===== src/rtl/stage_if.sv =====
// LC-3b instruction-fetch stage: fetch PC, icache handshake and IF/ID register.
// A one-entry hold buffer absorbs a response that lands during a stall.
module stage_if #(
  parameter logic [15:0] RESET_PC = 16'h0000
) (
  input  logic        clk,
  input  logic        reset_n,
  input  logic        stall,
  input  logic        redirect,
  input  logic [15:0] redirect_target,
  input  logic        icache_resp,
  input  logic [15:0] icache_rdata,
  output logic        icache_read,
  output logic [15:0] icache_address,
  output logic [15:0] ir_out,
  output logic [15:0] pc_out,
  output logic        valid_out
);

  typedef enum logic [1:0] {
    FETCH,
    HOLD,
    DROP
  } state_t;

  state_t      state, state_nxt;
  logic [15:0] fetch_pc, fetch_pc_nxt;
  logic [15:0] pending_pc, pending_pc_nxt;
  logic [15:0] hold_ir, hold_ir_nxt;
  logic [15:0] target;
  logic [15:0] pc_inc;
  logic        deliver;
  logic [15:0] deliver_ir;

  assign target         = {redirect_target[15:1], 1'b0};
  assign pc_inc         = fetch_pc + 16'd2;
  assign icache_read    = (state != HOLD);
  assign icache_address = fetch_pc;

  always_comb begin
    state_nxt      = state;
    fetch_pc_nxt   = fetch_pc;
    pending_pc_nxt = pending_pc;
    hold_ir_nxt    = hold_ir;
    deliver        = 1'b0;
    deliver_ir     = 16'h0000;
    unique case (state)
      FETCH: begin
        if (icache_resp) begin
          if (redirect) begin
            fetch_pc_nxt = target;
          end else if (!stall) begin
            deliver      = 1'b1;
            deliver_ir   = icache_rdata;
            fetch_pc_nxt = pc_inc;
          end else begin
            hold_ir_nxt = icache_rdata;
            state_nxt   = HOLD;
          end
        end else if (redirect) begin
          pending_pc_nxt = target;
          state_nxt      = DROP;
        end
      end
      HOLD: begin
        if (redirect) begin
          fetch_pc_nxt = target;
          state_nxt    = FETCH;
        end else if (!stall) begin
          deliver      = 1'b1;
          deliver_ir   = hold_ir;
          fetch_pc_nxt = pc_inc;
          state_nxt    = FETCH;
        end
      end
      DROP: begin
        if (redirect) pending_pc_nxt = target;
        // wrong-path response retires; newest redirect wins
        if (icache_resp) begin
          fetch_pc_nxt = redirect ? target : pending_pc;
          state_nxt    = FETCH;
        end
      end
      default: state_nxt = FETCH;
    endcase
  end

  always_ff @(posedge clk or negedge reset_n) begin
    if (!reset_n) begin
      state      <= FETCH;
      fetch_pc   <= RESET_PC;
      pending_pc <= 16'h0000;
      hold_ir    <= 16'h0000;
    end else begin
      state      <= state_nxt;
      fetch_pc   <= fetch_pc_nxt;
      pending_pc <= pending_pc_nxt;
      hold_ir    <= hold_ir_nxt;
    end
  end

  always_ff @(posedge clk or negedge reset_n) begin
    if (!reset_n) begin
      ir_out    <= 16'h0000;
      pc_out    <= 16'h0000;
      valid_out <= 1'b0;
    end else if (redirect) begin
      ir_out    <= 16'h0000;
      valid_out <= 1'b0;
    end else if (!stall) begin
      if (deliver) begin
        ir_out    <= deliver_ir;
        pc_out    <= pc_inc;
        valid_out <= 1'b1;
      end else begin
        ir_out    <= 16'h0000;
        valid_out <= 1'b0;
      end
    end
  end

endmodule


===== config.mk =====
export PLATFORM = sky130hd
export DESIGN_NAME = stage_if
export DESIGN_NICKNAME = d
export VERILOG_FILES = /design/src/rtl/stage_if.sv
export SDC_FILE = /design/constraint.sdc
export NUM_CORES = 1
export LEC_CHECK = 0
export CAP_MARGIN = 15
export CORE_MARGIN = 8
export CORE_UTILIZATION = 51
export CTS_CLUSTER_DIAMETER = 30
export DETAILED_ROUTE_END_ITERATION = 16
export PLACE_DENSITY = 0.81
export SLEW_MARGIN = 20
export SYNTH_ARGS = -nofsm -noshare
export SYNTH_HDL_FRONTEND = slang
export SYNTH_SLANG_ARGS = --single-unit

===== constraint.sdc =====
create_clock -name clk -period 2.15 [get_ports clk]
set_input_delay 0.43 -clock clk [delete_from_list [all_inputs] [get_ports clk]]
set_output_delay 0.43 -clock clk [all_outputs]
set_load 0.01 [all_outputs]

; Yosys cells after proc, flatten, opt, wreduce, memory -nomap -nowiden
; Cells that the tools add are included.
[totals]
register_bits = 83
inputBits = 37
wordCells = 57
[classes]
addsub = 1
eq_ne = 11
n_mux = 28
n_bitwise = 2
n_reduce_logical = 8
[op_table]
columns = op, count
row1 = $mux W16, 10
row2 = $pmux W16 S2, 2
row3 = $pmux W16 S3, 1
row4 = $add A16 B2 Y16 const B, 1
row5 = $mux W2, 7
row6 = $ne A3 B3 Y1 const B, 4
row7 = $mux W1, 6
row8 = $ne A2 B2 Y1 const B, 3
row9 = $pmux W2 S3, 1
row10 = $reduce_and A3 Y1, 2
row11 = $reduce_and A5 Y1, 1
row12 = $ne A2 B1 Y1 const B, 2
row13 = $reduce_and A4 Y1, 1
row14 = $reduce_bool A3 Y1, 1
row15 = $eq A2 B1 Y1 const B, 1
row16 = $eq A2 B2 Y1 const B, 1
row17 = $logic_not A2 Y1, 1
row18 = $not A1 Y1, 2
row19 = $pmux W1 S2, 1
row20 = $reduce_and A2 Y1, 1
row21 = $reduce_bool A2 Y1, 1

; Longest topological paths before layout
; Gate-level depths: netlist (run 1).
[logic_depth]
ltp_word = 7
depth_mapped = 7
mapped_depth_nobuf = 5

; Worst setup path after synthesis (run 1)
; OpenSTA, ideal clock, no wires.
[synth_path]
kind = flip-flop to flip-flop
from = register fetch_pc[1], in the netlist icache_address[1]
to = register fetch_pc[15], in the netlist icache_address[15]
setup_ns = 0.129
arrival_ns = 1.913
slack_ns = 0.109
path_stages_with_launch = 6
path_buffers = 0
synth_period_minus_slack_ns = 2.041
path_cell_list = dfrtp_1 -> ha_1 -> nand3_4 -> or4_4 -> and3_4 -> a2111o_1
[synth_via]
elab_chain_cells = 5
[synth_lines]
columns = item, line_no
row1 = "start, declared", 27  ; logic [15:0] fetch_pc, fetch_pc_nxt;
row2 = "start signal, assigned", 96  ; fetch_pc <= fetch_pc_nxt;
row3 = $add A16 B2 Y16 (*), 36  ; assign pc_inc = fetch_pc + 16'd2;
row4 = $mux W16 (*), "52, 69"
row5 = $mux W16 (*), 66  ; if (redirect) begin
row6 = $mux W16, 49  ; if (icache_resp) begin
row7 = $pmux W16 S3 (*), 47  ; unique case (state)
; Every way passes the cells marked *; elsewhere a longest branch is shown, timed or not. The select of a mux whose other input is x is not followed.
; A chain may end at the register's enable or synchronous reset.

; Final worst setup path (run 1)
[layout_path]
from = register state[0]
to = output icache_read
[layout_via]
elab_chain_cells = 1
[layout_lines]
columns = item, line_no
row1 = "start, declared", 26  ; state_t state, state_nxt;
row2 = "start signal, assigned", 95  ; state <= state_nxt;
row3 = $ne A2 B1 Y1, 37  ; assign icache_read = (state != HOLD);
row4 = "end, declared", 13  ; output logic icache_read,
; Every way passes these cells.

==> results by group, run 1 <==
Floorplan
  – Die span in y: 103.6 um
  – # rows: 32
  – Core area: 0.007567 mm^2
  – Initial Utilization: 51.77%
  – Chip width: 103.6 um
  – DIE AREA: 0.01074 mm^2
  – IO Pins: 87

Synthesis
  – Most numerous cell in the Yosys netlist: dfrtp_1
  – Cell taking the most area after synthesis: dfrtp_1
  – Synth Area per Inst: 10.59 um^2
  – YS warnings: 0
  – Post-Syn Instances: 370
  – Post-Synth Simple-Gate Area: 14.92%
  – Synth Area in XOR/XNOR: 2.459%
  – Synth Register Bits: 83
  – Most used DFF post-synth: dfrtp_1
  – Distinct cells, synth: 51
  – Post-synthesis compound-gate area fraction: 16.19%
  – Post-Syn Area: 0.003918 mm^2
  – Main combinational cell family by area after synthesis: compound AO/OA/AOI/OAI gates
  – Multiplexer area fraction after synthesis: 9.166%
  – Post-synth EDFFs: 0
  – Post-synth ARST share: 100.0%
  – Area share of the largest cell type after synthesis: 53.02%
  – Adder-Cell Fraction of Synth Area: 0.3194%
  – Post-synth top cells: dfrtp_1, nand2_1, o21ai_0
  – Top post-synthesis cells by area: dfrtp_1, mux2_2, o21ai_0, nand2_1, a22oi_1
  – Syn_nets: 408
  – Seq/Total Area, Yosys: 53.02%

Power
  – Clock Power Share: 24.7%
  – Pleak: 2.196 nW
  – Psw: 1.309 mW
  – Comb power frac: 28.7%
  – Net Sw Frac: 29.74%
  – Pint: 3.092 mW
  – Flop pwr share: 46.7%
  – Peak VDD IR: 0.4529 mV
  – Power Total: 4.401 mW
  – Pwr dens: 841.9 mW/mm^2

CTS
  – Clock root buffer: clkbuf_8
  – Clock Latency Late Sink: 0.35 ns
  – TritonCTS clock tree: built
  – Clk slew on worst S/H paths: 0.09 ns
  – TritonCTS buffer count: 9
  – TritonCTS sink count: 83
  – CTS H-Tree Depth: 3
  – Maximum root-to-sink buffer count: 2
  – Postcts setup bufs: 0

Flow run
  – Max_cap viols: 0

STA
  – Final hold slack: 0.07901 ns
  – Final period util: 95.55%
  – Fin Setup TNS: 0 ns
  – Unrepaired setup endpoints after global routing: false
  – F_max: 486.8 MHz
  – Worst Clk Skew: 0.01141 ns
  – Tmin final: 2.054 ns
  – Final-report hold violation count: 0
  – Slew @ Worst Pin: 0.6155 ns
  – Pins over their slew limit: 0
  – Worst slew margin: 58.97%
  – Final setup violating endpoints: 0

Routing
  – Post-route ant nets: 0
  – Drt pass-1 iters: 4
  – Final Routed Wirelength: 9722 um
  – # DRC: 0
  – Wire per inst: 16.88 um
  – Vias: 3212
  – DRT iter0 DRCs: 184
  – DR vias/cell: 5.576

GRT
  – Vias in the first global route: 3330
  – Largest net degree at the start of global routing: 48
  – First-pass GRT wire length: 16440 um
  – Grt ovf: 0
  – Initial antenna violation count: 0
  – GRT Resource Usage Total: 18.30%

Final layout
  – Area of all sequential standard cells: 0.002078 mm^2
  – Area grow syn2layout: 33.44%
  – Ant diodes: 0
  – Share of cells above drive strength 1: 17.93%
  – Total Nets Final: 507
  – Footprint of the multi-input gates: 0.001692 mm^2
  – Finished Core Util: 69.08%
  – Layout fillers: 554

Worst setup path
  – Arrival @ worst endpoint: 1.62 ns
  – Type of origin of the critical path: flip-flop
  – Worst Setup End Kind: output port
  – Setup CP Type: flip-flop to output port
  – Worst Path Max Fanout: 12
  – WP data required: 1.72 ns

Placement
  – Detailed Place HPWL: 7040 um
  – PortBufs: 85
  – GPL Wtd Cong: 0.8495

Worst hold path
  – Min-Delay Path Class: primary input to asynchronous set/reset pin

Status
  – Status: finished, final reports clean
## cells by family after synthesis
logic type / after synthesis
AOI/OAI and AO/OA: 98
muxes: 32
adders and majority gates: 1
buffers and inverters: 38
xor gates and xnor gates: 11
and+or+nand+nor: 107
DFF: 83
## repair_timing
| item | 4_1_cts | 5_1_grt |
|---|---|---|
| hold buffers | 0 | 0 |
| resized for setup | 0 | 1 |
| endpoints found under the setup margin | 0 | 1 |
| hold endpoints to repair | 0 | 0 |
## metrics by stage
stage          setup slack [ns]  area, um^2  instances
3_3_place_gp           -0.03563        5040        560
2_1_floorplan            0.1086        3918        370
6_report                0.09577        5228        576
5_1_grt                 0.03768        5228        576
4_1_cts                 0.01901        5226        576
3_5_place_dp           -0.01585        5040        560
## routing by layer
layer  wire, um  track usage (%)  vias up
met5          0                0        -
met2       4561            28.00      103
met1       4355            25.11     1562
li1           -                -     1535
met4        120            6.401        0
met3        685            3.779       12
## sequential cells by signal, summed over array words and instances (netlist names)
name	cells
pc_out	16
icache_address	16
pending_pc	16
ir_out	16
state	2
hold_ir	16
valid_out	1
## power groups by stage
stage                     clock [mW]  sequential (mW)  combinational [mW]
after global placement             0             2.06                1.24
final                           1.09             2.06                1.26
after detailed placement           0             2.08                1.26
after floorplan                    0             2.13               0.521
after CTS                       1.10             2.05                1.27
after global routing            1.17             2.09                1.37
## critical path, stage by stage (launching register included)
cell	delay (ns)
dfrtp_2	0.50
nor2b_1	0.17
inv_1	0.07
clkdlybuf4s50_1	0.54
## worst paths after layout
path / startpoint / to / cells past startpoint / slack (ns)
worst max register to register: icache_address[1]$_DFFE_PN0P_ / icache_address[15]$_DFFE_PN0P_ / 5 / 0.23
worst max-delay path: state[0]$_DFFE_PN0P_ / icache_read / 3 / 0.1
worst min register to register: pc_out[12]$_DFFE_PN0P_ / pc_out[12]$_DFFE_PN0P_ / 2 / 0.48
worst min-delay path: reset_n / ir_out[13]$_DFFE_PN0P_ / 1 / 0.08
min in group clk: pc_out[12]$_DFFE_PN0P_ / pc_out[12]$_DFFE_PN0P_ / 2 / 0.48
max in group asynchronous: reset_n / pending_pc[5]$_DFFE_PN0P_ / 2 / 1.42
## cells in the final DEF, fill, tap and decap left out, drive strengths merged, types with 6 or more instances in the layout
cell           count
inv               10
nor2b             10
nand2             48
a221oi             9
dfrtp             83
clkdlybuf4s50     84
nor2               6
a21oi              8
xnor2              9
buf               32
clkbuf            12
nor3               9
o21ai             42
mux2              31
a22oi             19
## area by class of cell
type                    count  share of cell area, %
flip-flops and latches     83                  39.76
repair buffers            116                  21.16
clock buffers              12                  2.585
inverters                  10                 0.7180
multi-input cells         249                  32.36
well taps                 102                  2.441
clock inverters             4                 0.9813
No activity file was read; power rests on OpenSTA's default activity.
==> run 2, diff against run 1 <==
Settings changed: ABC_AREA set to 1, PLACE_DENSITY 0.81 to 0.8.
==> results by group, run 2 <==
Routing
  – Final Routed Wirelength: 9841 um
  – Met3 wire length: 616 um
  – Vias: 3521
  – Wl on met1: 4568 um
  – Wire per inst: 14.78 um
  – DRT iter0 DRCs: 221
  – DR vias/cell: 5.287
  – # DRC: 0
  – Drt pass-1 iters: 5
  – WL met2: 4476 um
  – Top sig layer: met4
  – Post-route ant nets: 0

STA
  – Unrepaired setup endpoints after global routing: false
  – Final hold slack: 0.06800 ns
  – Worst slew margin: 61.32%
  – Final period util: 87.56%
  – Pins over their slew limit: 0
  – Final setup violating endpoints: 0
  – Final-report hold violation count: 0
  – Setup ws final: 0.2674 ns
  – Worst Clk Skew: 0.01045 ns
  – Tmin final: 1.883 ns
  – Fin Setup TNS: 0 ns
  – Slew @ Worst Pin: 0.5802 ns
  – F_max: 531.2 MHz

Final layout
  – Most frequent cells in the layout: nand2_1, clkdlybuf4s50_1, dfrtp_1
  – Footprint of the multi-input gates: 0.001662 mm^2
  – Share of cells above drive strength 1: 9.397%
  – Design area: 0.005181 mm^2
  – Most common cell after layout, fill and taps aside: nand2_1
  – Area grow syn2layout: 28.48%
  – Area of all sequential standard cells: 0.002077 mm^2
  – Layout fillers: 635
  – Layout Cells excl Fill: 666
  – Finished Core Util: 67.40%
  – Total Nets Final: 597
  – Ant diodes: 0

CTS
  – TritonCTS buffer count: 9
  – Clock Latency Late Sink: 0.36 ns
  – Clock root buffer: clkbuf_8
  – Postcts setup bufs: 0
  – CTS H-Tree Depth: 3
  – Clk slew on worst S/H paths: 0.09 ns
  – CTS resizes: 0
  – TritonCTS clock tree: built
  – CTS Hold Bufs: 0
  – TritonCTS sink count: 83
  – Maximum root-to-sink buffer count: 2

Floorplan
  – Initial Utilization: 52.46%
  – Die span in y: 104.9 um
  – IO Pins: 87
  – # rows: 32
  – Chip width: 104.9 um
  – DIE AREA: 0.01101 mm^2
  – Core area: 0.007687 mm^2

Placement
  – Detailed Place HPWL: 7178 um
  – DP Area: 0.004982 mm^2
  – Setup Slack @ Placement: -0.01245 ns
  – Cells after DPL: 650
  – PortBufs: 85
  – GPL Wtd Cong: 0.8095

Worst setup path
  – Critical R2R Capture: icache_address[5]$_DFFE_PN0P_
  – R2R depth: 8
  – Worst Setup End Kind: output port
  – Setup CP Type: flip-flop to output port
  – Setup slack, reg-to-reg: 0.45 ns
  – Worst Setup EP: icache_read
  – Crit Reg-Reg Startpoint: state[0]$_DFFE_PN0P_
  – CP Launch Point: state[0]$_DFFE_PN0P_
  – Arrival @ worst endpoint: 1.45 ns
  – WP data required: 1.72 ns
  – Worst Path Max Fanout: 5
  – Type of origin of the critical path: flip-flop

Synthesis
  – Post-synth ARST share: 100.0%
  – YS warnings: 0
  – Cell taking the most area after synthesis: dfrtp_1
  – Post-synth EDFFs: 0
  – Top post-synthesis cells by area: dfrtp_1, nand2_1, nand3_1, o21ai_0, a21oi_1
  – Most numerous cell in the Yosys netlist: nand2_1
  – Area share of the largest cell type after synthesis: 51.50%
  – Distinct cells, synth: 33
  – Post-Syn Area: 0.004033 mm^2
  – Post-synth top cells: nand2_1, dfrtp_1, nor2_1
  – Synth Area per Inst: 8.490 um^2
  – Most used DFF post-synth: dfrtp_1
  – Synth Register Bits: 83
  – Post-Syn Instances: 475
  – Syn_nets: 513
  – Seq/Total Area, Yosys: 51.50%

GRT
  – Largest net degree at the start of global routing: 49
  – GRT Resource Usage Total: 18.93%
  – First-pass GRT wire length: 17330 um
  – Grt ovf: 0
  – Initial antenna violation count: 0
  – Vias in the first global route: 3495

Power
  – Power Total: 4.584 mW
  – Pleak: 2.415 nW
  – Pwr dens: 884.8 mW/mm^2
  – Peak VDD IR: 0.4726 mV

Status
  – Status: finished, final reports clean

Flow run
  – Max_cap viols: 0

Worst hold path
  – Min-Delay Path Class: primary input to asynchronous set/reset pin
[run 2: worst min-delay path by stage]
stage / start / to
2_1_floorplan: reset_n / hold_ir[0]$_DFFE_PN0P_
3_3_place_gp: pc_out[8]$_DFFE_PN0P_ / pc_out[8]$_DFFE_PN0P_
3_5_place_dp: pc_out[8]$_DFFE_PN0P_ / pc_out[8]$_DFFE_PN0P_
4_1_cts: reset_n / ir_out[5]$_DFFE_PN0P_
5_1_grt: reset_n / ir_out[3]$_DFFE_PN0P_
6_report: reset_n / ir_out[5]$_DFFE_PN0P_
[run 2: cell type report]
type                    count  area share, %
well taps                 102          2.463
multi-input cells         330          32.07
clock buffers              10          2.463
repair buffers             99          18.88
clock inverters             6          1.376
inverters                  36          2.656
flip-flops and latches     83          40.09
[run 2: cell families (layout without fill, tap and decap cells)]
logic type,after synthesis,after routing,share of synthesized area [%]
AO/OA/AOI/OAI,113,113,17.22
flip-flops,83,83,51.50
AND/OR/NAND/NOR,209,209,22.15
buffers and inverters,62,151,7.292
XOR/XNOR,7,7,1.520
adder cells (fa/ha/maj),1,1,0.3102
[run 2: report_power, final]
group          internal, mW  switching [mW]
Clock                 0.549           0.585
Combinational         0.660           0.670
Sequential             1.86           0.257
Total                  3.07            1.51
[run 2: worst max-delay path, stage by stage, from the launching register on]
cell	delay, ns
dfrtp_1	0.43
nand2_1	0.11
clkdlybuf4s50_1	0.55
[run 2: metal layers]
metal / vias up / GRT usage (%)
met3: 14 / 3.870
met4: 0 / 8.155
li1: 1742 / -
met5: - / 0
met1: 1630 / 25.56
met2: 135 / 28.91
==> run 3, diff against run 2 <==
Settings changed: ABC_CLOCK_PERIOD_IN_PS set to 2150, RECOVER_POWER set to 100.
==> results by group, run 3 (synthesis results as in run 2) <==
GRT
  – Grt ovf: 0
  – Vias in the first global route: 3495
  – First-pass GRT wire length: 17330 um
  – Initial antenna violation count: 0
  – GRT Resource Usage Total: 18.93%
  – Largest net degree at the start of global routing: 49

Floorplan
  – Die span in y: 104.9 um
  – IO Pins: 87
  – Core area: 0.007687 mm^2
  – Initial Utilization: 52.46%
  – # rows: 32
  – DIE AREA: 0.01101 mm^2
  – Chip width: 104.9 um

Final layout
  – Footprint of the multi-input gates: 0.001662 mm^2
  – Area grow syn2layout: 27.86%
  – Most common cell after layout, fill and taps aside: nand2_1
  – Layout fillers: 642
  – Share of cells above drive strength 1: 8.156%
  – Area of all sequential standard cells: 0.002077 mm^2
  – Ant diodes: 0
  – Most frequent cells in the layout: nand2_1, dfrtp_1, dlygate4sd3_1
  – Total Nets Final: 597
  – Finished Core Util: 67.07%

CTS
  – TritonCTS sink count: 83
  – TritonCTS clock tree: built
  – Maximum root-to-sink buffer count: 2
  – Postcts setup bufs: 0
  – Clock root buffer: clkbuf_8
  – Clk slew on worst S/H paths: 0.09 ns
  – CTS H-Tree Depth: 3
  – CTS resizes: 0
  – Clock Latency Late Sink: 0.35 ns
  – TritonCTS buffer count: 9
  – CTS Hold Bufs: 0

Placement
  – Detailed Place HPWL: 7178 um
  – PortBufs: 85
  – GPL Wtd Cong: 0.8095
  – Setup Slack @ Placement: -0.01245 ns

Routing
  – DRT iter0 DRCs: 191
  – Drt pass-1 iters: 4
  – Vias: 3492
  – Post-route ant nets: 0
  – # DRC: 0
  – Final Routed Wirelength: 9828 um
  – Wire per inst: 14.76 um
  – DR vias/cell: 5.243

Worst setup path
  – WP buf/inv: 1
  – Worst stage delay on the critical path: 0.62 ns
  – Cell Chain, Critical Path: nand2_1 -> dlygate4sd3_1
  – Arrival @ worst endpoint: 1.50 ns
  – Worst Path Max Fanout: 5
  – Worst Setup End Kind: output port
  – Delay-heaviest family, CP: buffers and inverters
  – Type of origin of the critical path: flip-flop
  – WP data required: 1.72 ns
  – Slowest stage cell on the critical path: dlygate4sd3_1
  – Setup CP Type: flip-flop to output port

STA
  – Slew @ Worst Pin: 1.133 ns
  – Setup ws final: 0.2155 ns
  – Worst slew margin: 24.48%
  – Final-report hold violation count: 0
  – Pins over their slew limit: 0
  – Fin Setup TNS: 0 ns
  – Final setup violating endpoints: 0
  – F_max: 516.9 MHz
  – Final hold slack: 0.2852 ns
  – Worst Clk Skew: 0.009507 ns
  – Unrepaired setup endpoints after global routing: false
  – Final period util: 89.98%
  – Tmin final: 1.935 ns

Status
  – Status: finished, final reports clean

Power
  – Pleak: 2.484 nW
  – Pwr dens: 870.8 mW/mm^2
  – Peak VDD IR: 0.4692 mV

Worst hold path
  – Min-Delay Path Class: primary input to asynchronous set/reset pin

Flow run
  – Max_cap viols: 0
-- run 3: cell count changes in the layout (fill, tap and decap cells not counted), sizes merged --
| cell | change |
|---|---|
| clkbuf | +9 |
| buf | -9 |
| dlygate4sd3 | +50 |
| clkdlybuf4s50 | -50 |
-- run 3: layer usage --
layer	up-vias	wire, um	track usage [%]
li1	1741	-	-
met1	1623	4480	25.56
met2	114	4548	28.91
met3	14	619	3.870
met4	0	180	8.155
met5	-	0	0
-- run 3: cell type report --
| type | instances | share of cell area (%) |
|---|---|---|
| well taps | 102 | 2.475 |
| multi-input cells | 330 | 32.23 |
| clock buffers | 10 | 2.475 |
| clock inverters | 6 | 1.383 |
| flip-flops and latches | 83 | 40.28 |
| inverters | 36 | 2.669 |
| repair buffers | 99 | 18.49 |
-- run 3: path summary, 6_finish.rpt --
check / slack, ns / depth (start not counted) / start / end
setup / recovery: 0.22 / 2 / state[0]$_DFFE_PN0P_ / icache_read
hold / removal: 0.29 / 1 / reset_n / hold_ir[6]$_DFFE_PN0P_
setup reg to reg: 0.29 / 5 / state[1]$_DFFE_PN0P_ / pc_out[1]$_DFFE_PN0P_
hold reg to reg: 0.48 / 2 / pc_out[8]$_DFFE_PN0P_ / pc_out[8]$_DFFE_PN0P_
max in group asynchronous: 0.58 / 2 / reset_n / pending_pc[6]$_DFFE_PN0P_
min in group clk: 0.48 / 2 / pc_out[8]$_DFFE_PN0P_ / pc_out[8]$_DFFE_PN0P_
-- run 3: where the power goes --
part	internal [mW]	total (mW)	switching (mW)
sequential	1.86	2.11	0.247
clock	0.549	1.13	0.582
combinational	0.582	1.25	0.667
-- run 3: per-stage QoR --
step,std cells,instance area [um^2],total power [mW]
floorplan,475,4033,2.802
global placement,650,4982,3.436
detailed placement,650,4982,3.478
CTS,666,5181,4.608
global route,666,5156,4.788
finish,666,5156,4.490
